[config.mk]
export PLATFORM = sky130hd
export DESIGN_NAME = mem_stage_access_unit
export DESIGN_NICKNAME = d
export VERILOG_FILES = /design/src/rtl/mem_stage_access_unit_pkg.sv /design/src/rtl/mem_wait_timer.sv /design/src/rtl/mem_stage_access_unit.sv
export SDC_FILE = /design/constraint.sdc
export NUM_CORES = 1
export LEC_CHECK = 0
export ABC_AREA = 1
export BUFFER_PORTS_ARGS = -buffer_cell sky130_fd_sc_hd__buf_2
export CAP_MARGIN = 40
export CORE_ASPECT_RATIO = 0.6
export CORE_MARGIN = 1.5
export CORE_UTILIZATION = 50
export CTS_CLUSTER_SIZE = 14
export DETAILED_ROUTE_END_ITERATION = 10
export HOLD_SLACK_MARGIN = 0.08
export PLACE_DENSITY = 0.9
export SYNTH_ARGS = -nofsm -noshare
export SYNTH_HDL_FRONTEND = slang
export SYNTH_HIERARCHICAL = 1
export SYNTH_SLANG_ARGS = --single-unit
[constraint.sdc]
create_clock -name clk -period 5.3 [get_ports clk]
set_input_delay 0.53 -clock clk [delete_from_list [all_inputs] [get_ports clk]]
set_output_delay 0.53 -clock clk [all_outputs]
set_load 0.05 [all_outputs]
[src/rtl/mem_stage_access_unit_pkg.sv]
// rtl/mem_stage_access_unit_pkg.sv - shared pipeline types and widths for the MEM stage
package mem_stage_access_unit_pkg;

  localparam int DATA_W    = 32;
  localparam int REG_IDX_W = 5;

  typedef enum logic [1:0] {
    IDLE = 2'd0,
    WAIT = 2'd1,
    DONE = 2'd2
  } memState_t;

endpackage

[src/rtl/mem_wait_timer.sv]
// rtl/mem_wait_timer.sv - counts unanswered WAIT cycles and flags the abandon point
module mem_wait_timer #(
  parameter int MAX_WAIT = 15
) (
  input  logic clk,
  input  logic reset,
  input  logic clear,
  input  logic inc,
  output logic expire
);

  localparam int CW = $clog2(MAX_WAIT + 1);
  // The cycle whose increment would bring the count to MAX_WAIT is the last one allowed.
  localparam logic [CW-1:0] LAST = CW'(MAX_WAIT - 1);

  logic [CW-1:0] waitCount;

  // Clear on WAIT entry, count each WAIT cycle that ends without dmemReady.
  always_ff @(posedge clk or posedge reset) begin
    if (reset) begin
      waitCount <= '0;
    end else if (clear) begin
      waitCount <= '0;
    end else if (inc) begin
      waitCount <= waitCount + CW'(1);
    end
  end

  assign expire = inc && (waitCount == LAST);

endmodule

[src/rtl/mem_stage_access_unit.sv]
// rtl/mem_stage_access_unit.sv - MEM stage data-memory access FSM with MEM/WB register
module mem_stage_access_unit
  import mem_stage_access_unit_pkg::*;
#(
  parameter int MAX_WAIT = 15
) (
  input  logic                 clk,
  input  logic                 reset,
  input  logic [DATA_W-1:0]    memAluResult,
  input  logic [DATA_W-1:0]    memMemoryWriteData,
  input  logic [REG_IDX_W-1:0] memWriteRegisterIndex,
  input  logic                 memMemWrite,
  input  logic                 memMemToReg,
  input  logic                 memRegWrite,
  output logic                 dmemReq,
  output logic                 dmemWe,
  output logic [DATA_W-1:0]    dmemAddr,
  output logic [DATA_W-1:0]    dmemWdata,
  input  logic                 dmemReady,
  input  logic [DATA_W-1:0]    dmemRdata,
  output logic                 memStall,
  output logic [DATA_W-1:0]    wbWriteData,
  output logic [REG_IDX_W-1:0] wbWriteRegisterIndex,
  output logic                 wbRegWrite,
  output logic                 memTimeout
);

  memState_t         state;
  logic [DATA_W-1:0] loadData;
  logic              access;
  logic              isLoad;
  logic              timerClear;
  logic              timerInc;
  logic              timerExpire;

  // A store wins when both controls are set, so only a pure load selects loadData.
  assign access = memMemWrite | memMemToReg;
  assign isLoad = memMemToReg & ~memMemWrite;

  // DONE releases the stall even though the instruction is still an access,
  // which is what keeps the same instruction from being reissued.
  assign memStall   = (state == WAIT) || ((state == IDLE) && access);
  assign timerClear = (state == IDLE) && access;
  assign timerInc   = (state == WAIT) && !dmemReady;

  mem_wait_timer #(
    .MAX_WAIT(MAX_WAIT)
  ) uWaitTimer (
    .clk    (clk),
    .reset  (reset),
    .clear  (timerClear),
    .inc    (timerInc),
    .expire (timerExpire)
  );

  // Access sequencer: issue in IDLE, hold the request in WAIT, retire in DONE.
  always_ff @(posedge clk or posedge reset) begin
    if (reset) begin
      state      <= IDLE;
      dmemReq    <= 1'b0;
      dmemWe     <= 1'b0;
      dmemAddr   <= '0;
      dmemWdata  <= '0;
      loadData   <= '0;
      memTimeout <= 1'b0;
    end else begin
      case (state)
        IDLE: begin
          if (access) begin
            dmemAddr  <= memAluResult;
            dmemWdata <= memMemoryWriteData;
            dmemWe    <= memMemWrite;
            dmemReq   <= 1'b1;
            state     <= WAIT;
          end
        end
        WAIT: begin
          if (dmemReady) begin
            loadData <= dmemRdata;
            dmemReq  <= 1'b0;
            dmemWe   <= 1'b0;
            state    <= DONE;
          end else if (timerExpire) begin
            memTimeout <= 1'b1;
            loadData   <= '0;
            dmemReq    <= 1'b0;
            dmemWe     <= 1'b0;
            state      <= DONE;
          end
        end
        DONE: begin
          state <= IDLE;
        end
        default: begin
          state <= IDLE;
        end
      endcase
    end
  end

  // MEM/WB register: advance when not stalled, otherwise insert a bubble.
  always_ff @(posedge clk or posedge reset) begin
    if (reset) begin
      wbWriteData          <= '0;
      wbWriteRegisterIndex <= '0;
      wbRegWrite           <= 1'b0;
    end else if (!memStall) begin
      wbWriteData          <= isLoad ? loadData : memAluResult;
      wbWriteRegisterIndex <= memWriteRegisterIndex;
      wbRegWrite           <= memRegWrite;
    end else begin
      wbRegWrite <= 1'b0;
    end
  end

endmodule
==> results.yml, run 1 <==
run_status:
  status: "finished clean"
pwr:
  cellLeakagePower_uw: 0.00455
  cellPowerDensity_nw_per_um2: 754
  finalPower_uw: 5810
  ir_drop_mv: 0.372
synth:
  synth_nets: 842
  ys_warn_count: 6
  syn_area_per_cell_um2: 8.18
  yosysUniqueCellTypes: 19
  ys_seq_area_share_pct: 59.7
  netlist.area_leader.share_pct: 59.7
  synth-seq-cells: 143
  ys_top_cells_by_area: "dfrtp_1 60%, nand2_1 28%, nand3_1 5.8%, clkbuf_1 1.2%, buf_2 1.1%"
  synth_cells: 733
  synthesis.area_um2: 5990
  synth_top_area_cell: "dfrtp_1"
clock_tree:
  numCtsBuffers: 17
  clk_path_buf_depth: 2
  cts_resized: 0
  h-tree-depth: 4
  root_buffer: "clkbuf_16"
  numClockSinks: 143
  worstSkewPairLatency_ps: 410
  clk_pin_slew_ps: 60
  cts_tree: "built"
critical_path:
  r2r_slack_ps: 2310
  crit_fanout: 52
  crit_family: "buffers and inverters"
  cp-start-kind: "primary input"
  cp_cell_sequence: "buf_2 > inv_2 > nand2_1 > nand2_2 > buf_4 > nand2_1 > buf_2"
  r2r_start: "state[0]"
  cp-end-kind: "primary output"
  r2r_end: "dmemWe"
  crit_path_max_incr_delay_ps: 550
  crit_end: "memStall"
  crit_path_start: "memMemWrite"
  crit_type: "in2out"
  worstPathArrival_ps: 2660
  path_depth: 7
  required_ps: 4770
  crit_slowest_cell: "buf_4"
  path_buf_inv: 4
  reg2regPathDepth: 12
sta:
  finalCriticalPeriod_ps: 3190
  fmax_ghz: 0.314
  setup_viol_count_final: 0
  fin_ws_ps: 2110
  hold_viol_final: 0
  setup_tns_ps: 0
  skew_ps: 10.2
  maxSlewHeadroom_pct: 43.6
  tightest_slew_ps: 845
  slew_viol_final: 0
  post-route-period-util_pct: 60.2
  grt_setup_unrepaired: "no"
global_routing:
  grt_max_degree: 92
  overflow: 0
  grt_pass1_wl_mm: 25.5
  grtUsageTotal_pct: 26.4
  grt_antenna_before_repair: 0
  grt_pass1_vias: 5092
hold_path:
  hold_path_class: "in2reg"
route:
  drtAntennaViolNets: 0
  drc: 0
  vias_per_cell: 5.00
  drt_wl_total_mm: 16.2
  drt_first_iter_violations: 374
  first_pass_iters: 5
  num_vias: 5519
  wl_per_cell_um: 14.7
finish:
  area_growth_syn_to_layout_pct: 28.5
  final_area_um2: 7700
  final_util_pct: 67.1
  drive_above_1_share_pct: 27.7
  fillers: 966
  antennaDiodeCount: 0
  regArea_um2: 3580
  multi_input_area_um2: 2150
  num-nets-final: 1039
place:
  port_buffers: 212
  dp_hpwl_mm: 10.9
  gp_congestion: 0.845
  placed_area_um2: 7130
  post-place-ws_ps: 2110
floorplanning:
  start_util_pct: 52.2
  rows: 30
  ios: 213
  dieArea_um2: 12700
  coreArea_um2: 11500
  die_h_um: 87.8
  die_w_um: 144
run:
  maxCapViolCount: 0
==> registers in the layout, summed over array words and instances (netlist names) <==
register              flops
dmemAddr                 32
dmemReq                   1
dmemWdata                32
dmemWe                    1
loadData                 32
memTimeout                1
state                     2
uWaitTimer/waitCount      4
wbRegWrite                1
wbWriteData              32
wbWriteRegisterIndex      5
==> per-layer routing <==
layer | wire length [um] | GRT usage [%] | share of wire (%)
met5 | 0 | 0 | 0
met4 | 132 | 7.25 | 0.82
met3 | 1430 | 7.11 | 8.8
met2 | 6940 | 39.9 | 43
met1 | 7670 | 37.9 | 47
==> kinds of logic (layout without fill, tap and decap cells) <==
family,after synthesis,after routing,share of synthesized area [%]
AND/OR/NAND/NOR,525,525,34.7
flip-flops,143,143,59.7
buffers and inverters,57,267,4.53
AO/OA/AOI/OAI,5,5,0.459
adder cells (fa/ha/maj),2,2,0.417
XOR/XNOR,1,1,0.146
==> synthesized netlist by cell type <==
library cell / count
clkbuf_1: 19
nand2_1: 445
nor2_1: 6
o21bai_1: 1
nor2_4: 2
a21oi_1: 2
nor2_2: 1
inv_2: 5
buf_1: 1
buf_2: 13
nand3_2: 1
nand3_1: 70
dfrtp_1: 143
buf_4: 7
ha_1: 2
o21ai_0: 2
xor2_1: 1
inv_1: 10
buf_6: 2
==> area by class of cell <==
class,instances,area share (%)
Clock inverter,13,1.67
Sequential cell,143,46.5
Multi-Input combinational cell,533,27.9
Tap cell,160,2.60
Timing Repair Buffer,220,14.9
Inverter,15,0.796
Clock buffer,19,5.62
==> worst reg2reg max path, delay by kind of cell, from the launching register on <==
kind / cells / cell delay [ps]
flops: 1 / 400
buf+inv: 4 / 680
simple gates: 8 / 1790
==> cell usage in the layout (no fill, tap or decap) <==
cell type / netlist / final
dlygate4sd3_1: 0 / 1
clkbuf_16: 0 / 17
buf_2: 13 / 212
o21bai_2: 0 / 1
clkinv_4: 0 / 1
a21oi_1: 2 / 2
ha_1: 2 / 2
nor2_4: 2 / 2
inv_1: 10 / 9
inv_2: 5 / 5
buf_4: 7 / 5
nor2_2: 1 / 1
xor2_1: 1 / 1
bufinv_16: 0 / 1
clkbuf_1: 19 / 2
clkinvlp_4: 0 / 5
o21ai_0: 2 / 2
inv_6: 0 / 7
dfrtp_1: 143 / 143
nor2_1: 6 / 6
nand3_2: 1 / 1
nand2_2: 0 / 1
nand2_1: 445 / 444
nand3_1: 70 / 70
buf_8: 0 / 1
buf_16: 0 / 1
==> where the power goes <==
| part | internal, uW | leakage [uW] | total (uW) | switching (uW) |
|---|---|---|---|---|
| logic | 602 | 0.00251 | 2820 | 2210 |
| clock network | 655 | 0.000258 | 1140 | 484 |
| registers | 1590 | 0.00178 | 1850 | 266 |
==> worst min-delay path by stage <==
| stage | start | end | slack [ps] | cells after the start |
|---|---|---|---|---|
| final | memMemoryWriteData[3] | dmemWdata[3] | 310 | 3 |
| after CTS | memMemoryWriteData[5] | dmemWdata[5] | 300 | 3 |
| after detailed placement | loadData[20] | loadData[20] | 460 | 2 |
| after global placement | memTimeout | memTimeout | 450 | 2 |
| after floorplan | reset | uWaitTimer/waitCount[0] | 300 | 1 |
| after global routing | memMemoryWriteData[26] | dmemWdata[26] | 300 | 3 |
==> per-stage QoR <==
stage          cells  hold WS, ps
6_report        1103          306
5_1_grt         1103          304
4_1_cts         1103          298
3_5_place_dp    1070          459
3_3_place_gp    1068          446
2_1_floorplan    733          296
==> what timing repair did <==
action                     CTS  global route
hold endpoints to repair     4             0
buffers inserted             0             0
setup endpoints to repair    0             0
hold buffers                 1             0
(Power assumes the default switching activity.)
==> run 2, diff against run 1 <==
--- a/config.mk
+++ b/config.mk
@@ -10,11 +10,11 @@
 export CAP_MARGIN = 40
 export CORE_ASPECT_RATIO = 0.6
 export CORE_MARGIN = 1.5
-export CORE_UTILIZATION = 50
+export CORE_UTILIZATION = 45
 export CTS_CLUSTER_SIZE = 14
 export DETAILED_ROUTE_END_ITERATION = 10
 export HOLD_SLACK_MARGIN = 0.08
-export PLACE_DENSITY = 0.9
+export PLACE_DENSITY = 0.86
 export SYNTH_ARGS = -nofsm -noshare
 export SYNTH_HDL_FRONTEND = slang
 export SYNTH_HIERARCHICAL = 1
==> constraint.sdc (replaced) <==
create_clock -name clk -period 2.9 [get_ports clk]
set_input_delay 0.29 -clock clk [delete_from_list [all_inputs] [get_ports clk]]
set_output_delay 0.29 -clock clk [all_outputs]
set_load 0.05 [all_outputs]
==> results.yml, run 2 (synthesized netlist as in run 1, its figures left out) <==
critical_path:
  cp_cell_sequence: "nor2_1 > nand2_2 > nand2_2 > buf_2"
  cp-start-kind: "register"
  crit_top_cell: "nand2_2"
  crit_slowest_cell: "dfrtp_1"
  crit_fanout: 17
  required_ps: 2610
  crit_path_max_incr_delay_ps: 420
  worstPathArrival_ps: 1810
  crit_type: "reg2out"
  cp-end-kind: "primary output"
place:
  port_buffers: 212
  gp_congestion: 0.860
  dp_hpwl_mm: 11.1
  dp.cells: 1085
clock_tree:
  cts_setup_buffers: 0
  cts_resized: 0
  numClockSinks: 143
  ctsHoldBuffers: 29
  h-tree-depth: 4
  numCtsBuffers: 17
  clk_pin_slew_ps: 60
  cts_tree: "built"
  clk_path_buf_depth: 2
  root_buffer: "clkbuf_16"
  worstSkewPairLatency_ps: 410
finish:
  drive_above_1_share_pct: 27.4
  multi_input_area_um2: 2160
  finalNonFillerCells: 1148
  fillers: 1103
  regArea_um2: 3580
  num-nets-final: 1072
  layout_commonest_cell: "nand2_1"
  layout_common_cells: "443 x nand2_1, 212 x buf_2, 143 x dfrtp_1, 70 x nand3_1, 29 x dlygate4sd3_1"
  area_growth_syn_to_layout_pct: 35.9
route:
  drtAntennaViolNets: 0
  num_vias: 5629
  drc: 0
  first_pass_iters: 5
  drt_wl_total_mm: 16.8
  vias_per_cell: 4.90
  wl_per_cell_um: 14.6
  drt_first_iter_violations: 391
pwr:
  cellPowerDensity_nw_per_um2: 1360
  ir_drop_mv: 0.616
  finalPower_uw: 11100
  cellLeakagePower_uw: 0.00475
sta:
  skew_ps: 11.0
  tightest_slew_ps: 812
  finalCriticalPeriod_ps: 2100
  hold_viol_final: 0
  grt_setup_unrepaired: "no"
  maxSlewHeadroom_pct: 45.7
  post-route-period-util_pct: 72.4
  fmax_ghz: 0.476
  setup_tns_ps: 0
  slew_viol_final: 0
  setup_viol_count_final: 0
floorplanning:
  die_w_um: 152
  die_h_um: 92.4
  coreArea_um2: 12900
  start_util_pct: 46.3
  rows: 32
  dieArea_um2: 14000
  ios: 213
global_routing:
  grt_pass1_vias: 5339
  grt_antenna_before_repair: 3
  overflow: 0
  grt_max_degree: 83
  grt_pass1_wl_mm: 27.7
  grtUsageTotal_pct: 25.1
run:
  maxCapViolCount: 0
hold_path:
  hold_path_class: "in2reg"
run_status:
  status: "finished clean"
[run 2: worst paths after layout]
check	from	endpoint	depth (start not counted)	slack, ps
worst max-delay path	state[0]	memStall	4	800
worst min-delay path	memMemoryWriteData[29]	dmemWdata[29]	3	90
worst max register to register	state[0]	dmemWe	12	1050
worst min register to register	memTimeout	memTimeout	2	470
max in group asynchronous	reset	loadData[13]	4	1530
min in group asynchronous	reset	uWaitTimer/waitCount[2]	3	360
[run 2: metal layers]
layer	routed length (um)	vias to the layer above	track usage (%)
li1	-	2715	-
met1	7720	2668	35.0
met2	7520	226	38.9
met3	1360	18	6.79
met4	184	2	6.72
met5	12	-	0
[run 2: area by class of cell]
class / count / share of cell area (%)
antenna: 2 / 0.0614
clock buffer: 19 / 5.31
clock inverter: 13 / 2.86
inverter: 15 / 0.737
multi-input combinational: 533 / 26.5
sequential: 143 / 43.9
tap: 170 / 2.61
timing repair buffer: 253 / 18.0
[run 2: metrics by stage]
step           worst slack [ps]  hold slack, ps  instance area (um^2)  utilization [%]
2_1_floorplan               875            56.1                  6000                -
3_3_place_gp               1090             216                  7190             55.6
3_5_place_dp               1000             220                  7190             55.6
4_1_cts                     761            80.8                  8140             63.0
5_1_grt                     703            83.8                  8140             63.0
6_report                    801            87.6                  8150             63.0
[run 2: report_power, final]
group          internal, uW  leakage [uW]  switching (uW)
clock                  1620      0.000322             860
sequential             2900       0.00178             481
combinational          1160       0.00264            4050
total                  5680       0.00475            5390
[run 2: critical path: cells and delay by family, from the launching register on]
family                 cells  cell delay, ps
and+or+nand+nor            3             640
DFF                        1             420
buffers and inverters      1             340
